`config.mk`:
```
export PLATFORM = sky130hd
export DESIGN_NAME = fetch_controller_flat
export DESIGN_NICKNAME = d
export VERILOG_FILES = /design/src/rtl/fetch_if.sv /design/src/rtl/fetch_controller.sv /design/src/flat_wrapper.sv
export SDC_FILE = /design/constraint.sdc
export NUM_CORES = 1
export LEC_CHECK = 0
export CAP_MARGIN = 20
export CORE_MARGIN = 4
export CORE_UTILIZATION = 50
export DETAILED_ROUTE_END_ITERATION = 16
export PLACE_DENSITY = 0.78
export SETUP_SLACK_MARGIN = 0.02
export SYNTH_ARGS = -nofsm -noshare
export SYNTH_HDL_FRONTEND = slang
export SYNTH_SLANG_ARGS = --single-unit
```
`constraint.sdc`:
```
create_clock -name clk -period 32.4 [get_ports clk]
set_clock_uncertainty 0.2 [all_clocks]
set_input_delay 6.48 -clock clk [delete_from_list [all_inputs] [get_ports clk]]
set_output_delay 6.48 -clock clk [all_outputs]
set_load 0.01 [all_outputs]
```
`src/rtl/fetch_if.sv`:
```
// Fetch-side bus bundle: the instruction-memory read port and the decode handshake.
// The controller takes the master view; memory and decode take the slave view.
interface fetch_if #(
    parameter int ADDR_W  = 72,
    parameter int INSTR_W = 72
);
    logic               imem_req;
    logic [ADDR_W-1:0]  imem_addr;
    logic [INSTR_W-1:0] imem_instr;
    logic               out_valid;
    logic [INSTR_W-1:0] out_instr;
    logic [ADDR_W-1:0]  out_pc;
    logic               out_ready;

    modport master (
        output imem_req, imem_addr, out_valid, out_instr, out_pc,
        input  imem_instr, out_ready
    );

    modport slave (
        input  imem_req, imem_addr, out_valid, out_instr, out_pc,
        output imem_instr, out_ready
    );
endinterface

```
`src/rtl/fetch_controller.sv`:
```
// Instruction fetch sequencer: owns the PC, issues one-cycle-latency memory reads,
// buffers responses in a 2-entry queue for decode, and handles redirect and halt.
module fetch_controller #(
    parameter int                ADDR_W   = 72,
    parameter int                INSTR_W  = 72,
    parameter logic [ADDR_W-1:0] RESET_PC = '0,
    parameter int                CNT_W    = 32
) (
    input  logic              clk,
    input  logic              reset,
    fetch_if.master           bus,
    input  logic              redirect_valid,
    input  logic [ADDR_W-1:0] redirect_pc,
    input  logic              halt_req,
    output logic              halted,
    output logic [CNT_W-1:0]  fetch_count
);

    typedef enum logic [1:0] {RUN, HALTING, HALTED} state_t;

    state_t             state, state_nxt;
    logic [ADDR_W-1:0]  pc;
    logic [ADDR_W-1:0]  inflight_pc;
    logic               inflight;
    logic [INSTR_W-1:0] fifo_instr [2];
    logic [ADDR_W-1:0]  fifo_pc    [2];
    logic               rd_ptr;
    logic               wr_ptr;
    logic [1:0]         count;
    logic [CNT_W-1:0]   fetch_count_q;
    logic               pop;
    logic               push;
    logic               issue;
    logic [2:0]         credit_use;

    assign bus.out_valid = (count != 2'd0) & ~redirect_valid;
    assign bus.out_instr = fifo_instr[rd_ptr];
    assign bus.out_pc    = fifo_pc[rd_ptr];
    assign pop           = bus.out_valid & bus.out_ready;
    assign push          = inflight & ~redirect_valid;

    // Slots that will be occupied once the in-flight response lands, net of this cycle's pop.
    assign credit_use = {1'b0, count} + {2'b00, inflight} - {2'b00, pop};
    assign issue      = reset & (state == RUN) & ~redirect_valid & ~halt_req
                        & (credit_use < 3'd2);

    assign bus.imem_req  = issue;
    assign bus.imem_addr = pc;
    assign wr_ptr        = rd_ptr ^ count[0];
    assign halted        = (state == HALTED);
    assign fetch_count   = fetch_count_q;

    always_comb begin
        // NOTE: every always_comb output gets a default first so no path infers a latch.
        state_nxt = state;
        unique case (state)
            RUN:     if (halt_req) state_nxt = HALTING;
            HALTING: if (!inflight) state_nxt = HALTED;
            HALTED:  state_nxt = HALTED;
            default: state_nxt = RUN;
        endcase
        if (redirect_valid) state_nxt = RUN;
    end

    // NOTE: sequential state uses non-blocking assignment so every register samples pre-edge values.
    always_ff @(posedge clk or negedge reset) begin
        if (!reset) begin
            state         <= RUN;
            pc            <= RESET_PC;
            inflight      <= 1'b0;
            inflight_pc   <= '0;
            count         <= 2'd0;
            rd_ptr        <= 1'b0;
            fetch_count_q <= '0;
        end else begin
            state <= state_nxt;
            if (redirect_valid) begin
                pc       <= redirect_pc;
                inflight <= 1'b0;
                count    <= 2'd0;
                rd_ptr   <= 1'b0;
            end else begin
                inflight <= issue;
                if (issue) begin
                    inflight_pc <= pc;
                    pc          <= pc + ADDR_W'(1);
                end
                count <= count + {1'b0, push} - {1'b0, pop};
                if (pop) begin
                    rd_ptr        <= ~rd_ptr;
                    fetch_count_q <= fetch_count_q + CNT_W'(1);
                end
            end
        end
    end

    // NOTE: queue storage has no reset; count gates every read, so stale contents are never seen.
    always_ff @(posedge clk) begin
        if (push) begin
            fifo_instr[wr_ptr] <= bus.imem_instr;
            fifo_pc[wr_ptr]    <= inflight_pc;
        end
    end

endmodule

```
`src/flat_wrapper.sv`:
```
// flat-port wrapper written by rule: the top's interface ports become plain ports
module fetch_controller_flat 
#(
    parameter int                ADDR_W   = 72,
    parameter int                INSTR_W  = 72,
    parameter logic [ADDR_W-1:0] RESET_PC = '0,
    parameter int                CNT_W    = 32
)
  (clk, reset, redirect_valid, redirect_pc, halt_req, halted, fetch_count, bus_imem_req, bus_imem_addr, bus_out_valid, bus_out_instr, bus_out_pc, bus_imem_instr, bus_out_ready);
  fetch_if #(.ADDR_W(ADDR_W), .INSTR_W(INSTR_W)) bus_i ();
  input  logic clk;
  input  logic reset;
  input  logic redirect_valid;
  input  logic [ADDR_W-1:0] redirect_pc;
  input  logic halt_req;
  output logic halted;
  output logic [CNT_W-1:0] fetch_count;
  output wire logic [$bits(bus_i.imem_req)-1:0] bus_imem_req;
  output wire logic [$bits(bus_i.imem_addr)-1:0] bus_imem_addr;
  output wire logic [$bits(bus_i.out_valid)-1:0] bus_out_valid;
  output wire logic [$bits(bus_i.out_instr)-1:0] bus_out_instr;
  output wire logic [$bits(bus_i.out_pc)-1:0] bus_out_pc;
  input wire logic [$bits(bus_i.imem_instr)-1:0] bus_imem_instr;
  input wire logic [$bits(bus_i.out_ready)-1:0] bus_out_ready;
  assign bus_imem_req = bus_i.imem_req;
  assign bus_imem_addr = bus_i.imem_addr;
  assign bus_out_valid = bus_i.out_valid;
  assign bus_out_instr = bus_i.out_instr;
  assign bus_out_pc = bus_i.out_pc;
  assign bus_i.imem_instr = bus_imem_instr;
  assign bus_i.out_ready = bus_out_ready;
  fetch_controller #(.ADDR_W(ADDR_W), .INSTR_W(INSTR_W), .RESET_PC(RESET_PC), .CNT_W(CNT_W)) u_core (.clk(clk), .reset(reset), .bus(bus_i), .redirect_valid(redirect_valid), .redirect_pc(redirect_pc), .halt_req(halt_req), .halted(halted), .fetch_count(fetch_count));
endmodule
```
==> out/results.tsv <==
stage	metric	value	unit
grt	pin count of the biggest net entering global routing	85	
clock_network	H-tree levels	2	
power	Static Leakage	0.00974	uW
synth	Post-synth EDFFs	288	
grt	GRT overflow	0	
floorplan	FP Rows	71	
place	dpl cell area	24000	um^2
detailed_routing	vias	14000	
synth	Syn Area/Cell	13.1	um^2
power	PD cells	62.8	nW/um^2
worst_setup_path	Critical Path Start Type	primary input	
detailed_routing	DRC Markers	0	
worst_setup_path	peak fanout along the critical path	75	
final_layout	Post-Layout Inst Area	25700	um^2
clock_network	Bufs on Longest Clock Path	3	
synth	Seq/Total Area, Yosys	68.0	%
grt	initial antenna violation count	10	
power	Power Internal	1190	uW
clock_network	clock sink count	470	
floorplan	DIE HEIGHT	205	um
sta	setup TNS	0	ps
synth	Yosys reg bits	470	
sta	relative slew slack	32.2	%
detailed_routing	Max Used Layer	met5	
detailed_routing	DRT antenna net count	0	
synth	Unique masters post-synth	56	
place	DPL Wire Length	37700	um
clock_network	CTS tree	built	
detailed_routing	wire length on met1	22200	um
detailed_routing	routed len/inst	23.0	um
final_layout	nets	2043	
detailed_routing	met2 WL post-DR	26700	um
floorplan	Die Area	42100	um^2
place	Routability Congestion	0.846	
synth	ys flop type	edfxtp_1	
detailed_routing	DRT iter0 DRCs	1281	
grt	global-route wire length before repair	84700	um
sta	final hold viol count	0	
final_layout	commonest cells after routing, fill and taps aside	clkdlybuf4s50_1 (397), nand2_1 (317), edfxtp_1 (288)	
power	Comb pwr share	14.5	%
power	Psw	421	uW
detailed_routing	DRT Pass-1 Iters	5	
run	Max-Cap Viols	0	
final_layout	ratio of cells with drive above 1 in the final layout	13.7	%
synth	mapped cell area	19400	um^2
worst_setup_path	WS Path Type	primary input to output port	
synth	Ys Warns	0	
detailed_routing	vias per inst	5.73	
detailed_routing	routed wire length	56100	um
floorplan	chip width	205	um
clock_network	# resized after CTS	0	
synth	Synthesized Nets	1642	
floorplan	Top Ports	400	
power	Clk network pwr share	35.9	%
detailed_routing	DR WL met3	5590	um
sta	Final min period	16680	ps
floorplan	Core ar.	38000	um^2
synth	ys async rst share	38.7	%
final_layout	most common library cell in the layout ignoring fill and taps	clkdlybuf4s50_1	
clock_network	CTS Buf Count	50	
sta	Setup-failing EPs final	0	
floorplan	Initial Utilization	51.1	%
min_path	HP Class	flip-flop to flip-flop	
run_status	outcome	completed	
clock_network	Worst-path clk slew	60	ps
power	VDD IR max	0.0320	mV
sta	final worst-path cycle share	51.5	%
place	buffers added on ports	399	
power	Switching Share	26.1	%
final_layout	Finished Core Util	67.5	%
power	sequential share of power	49.6	%
worst_setup_path	Critical Path Sink Type	output port	
synth	Syn Inst Count	1483	
clock_network	hold_buf cts	0	
sta	RSZ-0062 raised after global routing	no	
sta	max-slew violation count	0	
sta	Fmax	59.9	MHz
clock_network	clock tree root driver cell	clkbuf_16	
grt	gr usage total	26.0	%
clock_network	Post-CTS Setup Repair Bufs	0	
sta	worst-margin pin slew	1010	ps
worst_setup_path	WP data required	25720	ps
worst_setup_path	crit path DAT	10000	ps
grt	vias in the first global route	14200	
clock_network	worst skew pair latency	570	ps
final_layout	P&R area growth vs syn	32.1	%
[critical path, stage by stage]
cell and delay [ps]:
clkdlybuf4s50_1 500, nand2_1 140, inv_1 180, ha_1 270
nand2b_1 180, fa_1 380, xor2_1 440, or3_4 760
clkinv_2 140, clkdlybuf4s50_1 520
[per-stage QoR]
| stage | worst slack (ps) | total power [uW] | hold WS [ps] | cells |
|---|---|---|---|---|
| 2_1_floorplan | 14740 | 903 | 242 | 1483 |
| 3_3_place_gp | 15860 | 1030 | 246 | 2342 |
| 3_5_place_dp | 15710 | 1040 | 256 | 2342 |
| 4_1_cts | 15690 | 1620 | 259 | 2436 |
| 5_1_grt | 15500 | 1680 | 270 | 2440 |
| 6_report | 15720 | 1610 | 266 | 2441 |
[final timing paths]
path / from / endpoint / slack [ps] / cells past startpoint
max: bus_out_ready / bus_imem_req / 15720 / 10
min: u_core.inflight_pc[7]$_DFFE_PN0P_ / u_core.fifo_pc[1][7]$_DFFE_PP_ / 270 / 0
max reg2reg: u_core.count[1]$_DFF_PN0_ / u_core.bus.imem_addr[58]$_DFFE_PN0P_ / 26910 / 14
min reg2reg: u_core.inflight_pc[7]$_DFFE_PN0P_ / u_core.fifo_pc[1][7]$_DFFE_PP_ / 270 / 0
max in group asynchronous: reset / u_core.rd_ptr$_DFFE_PN0P_ / 25050 / 2
min in group asynchronous: reset / u_core.fetch_count[28]$_DFFE_PN0P_ / 5610 / 1
[metal layers]
metal / up-vias / global-route usage (%)
li1: 6264 / -
met1: 6938 / 33.9
met2: 665 / 41.8
met3: 110 / 8.61
met4: 12 / 8.21
met5: - / 0
[cell usage after synthesis, types with 4 or more instances]
| library cell | count | area (um^2) |
|---|---|---|
| or4_1 | 5 | 37.5 |
| edfxtp_1 | 288 | 8650 |
| a31o_2 | 4 | 35.0 |
| a221o_1 | 11 | 110 |
| and2_1 | 14 | 87.6 |
| mux2i_1 | 6 | 60.1 |
| inv_1 | 16 | 60.1 |
| nand4_1 | 39 | 244 |
| and3_1 | 29 | 181 |
| o211ai_1 | 14 | 105 |
| nor2_1 | 43 | 161 |
| a31oi_1 | 10 | 62.6 |
| xor2_1 | 16 | 140 |
| nand2b_1 | 7 | 43.8 |
| or3_1 | 7 | 43.8 |
| nor3_1 | 15 | 75.1 |
| o21ai_0 | 53 | 265 |
| nor4_1 | 12 | 75.1 |
| a21oi_1 | 21 | 105 |
| mux2_2 | 144 | 1620 |
| and4_1 | 10 | 87.6 |
| buf_1 | 7 | 26.3 |
| clkbuf_1 | 59 | 221 |
| ha_1 | 9 | 113 |
| o311ai_0 | 20 | 175 |
| nand2_1 | 317 | 1190 |
| dfrtp_1 | 182 | 4550 |
| nand3_1 | 53 | 265 |
| xnor2_1 | 24 | 210 |
| a32oi_1 | 5 | 43.8 |
[cell type report]
class                      instances  area (um^2)
sequential                       470        13200
fill                            2778        12400
multi-input combinational        927         5910
timing repair buffer             419         4160
clock buffer                      69         1400
tap                              511          639
clock inverter                    25          275
inverter                          16         61.3
antenna                            4         10.0
[sequential cells by signal (all words and copies together) (netlist names)]
| register | flops |
|---|---|
| u_core.fifo_instr | 144 |
| u_core.fifo_pc | 144 |
| u_core.rd_ptr | 1 |
| u_core.inflight_pc | 72 |
| u_core.count | 2 |
| u_core.state | 2 |
| u_core.fetch_count | 32 |
| u_core.bus.imem_addr | 72 |
| u_core.inflight | 1 |
[power by group through the flow]
stage | logic [uW] | clock network (uW) | registers, uW
finish | 234 | 578 | 799
detailed placement | 234 | 0 | 809
global route | 256 | 614 | 808
CTS | 236 | 586 | 797
global placement | 227 | 0 | 802
floorplan | 113 | 0 | 790
[cells by family after synthesis]
| family | share of synthesized area, % |
|---|---|
| AO/OA/AOI/OAI | 5.48 |
| XOR/XNOR | 1.80 |
| adder cells (fa/ha/maj) | 0.683 |
| buffers and inverters | 1.69 |
| flip-flops | 68.0 |
| multiplexers | 8.66 |
| AND/OR/NAND/NOR | 13.7 |
Note: power is estimated with default switching activity, not from simulation.
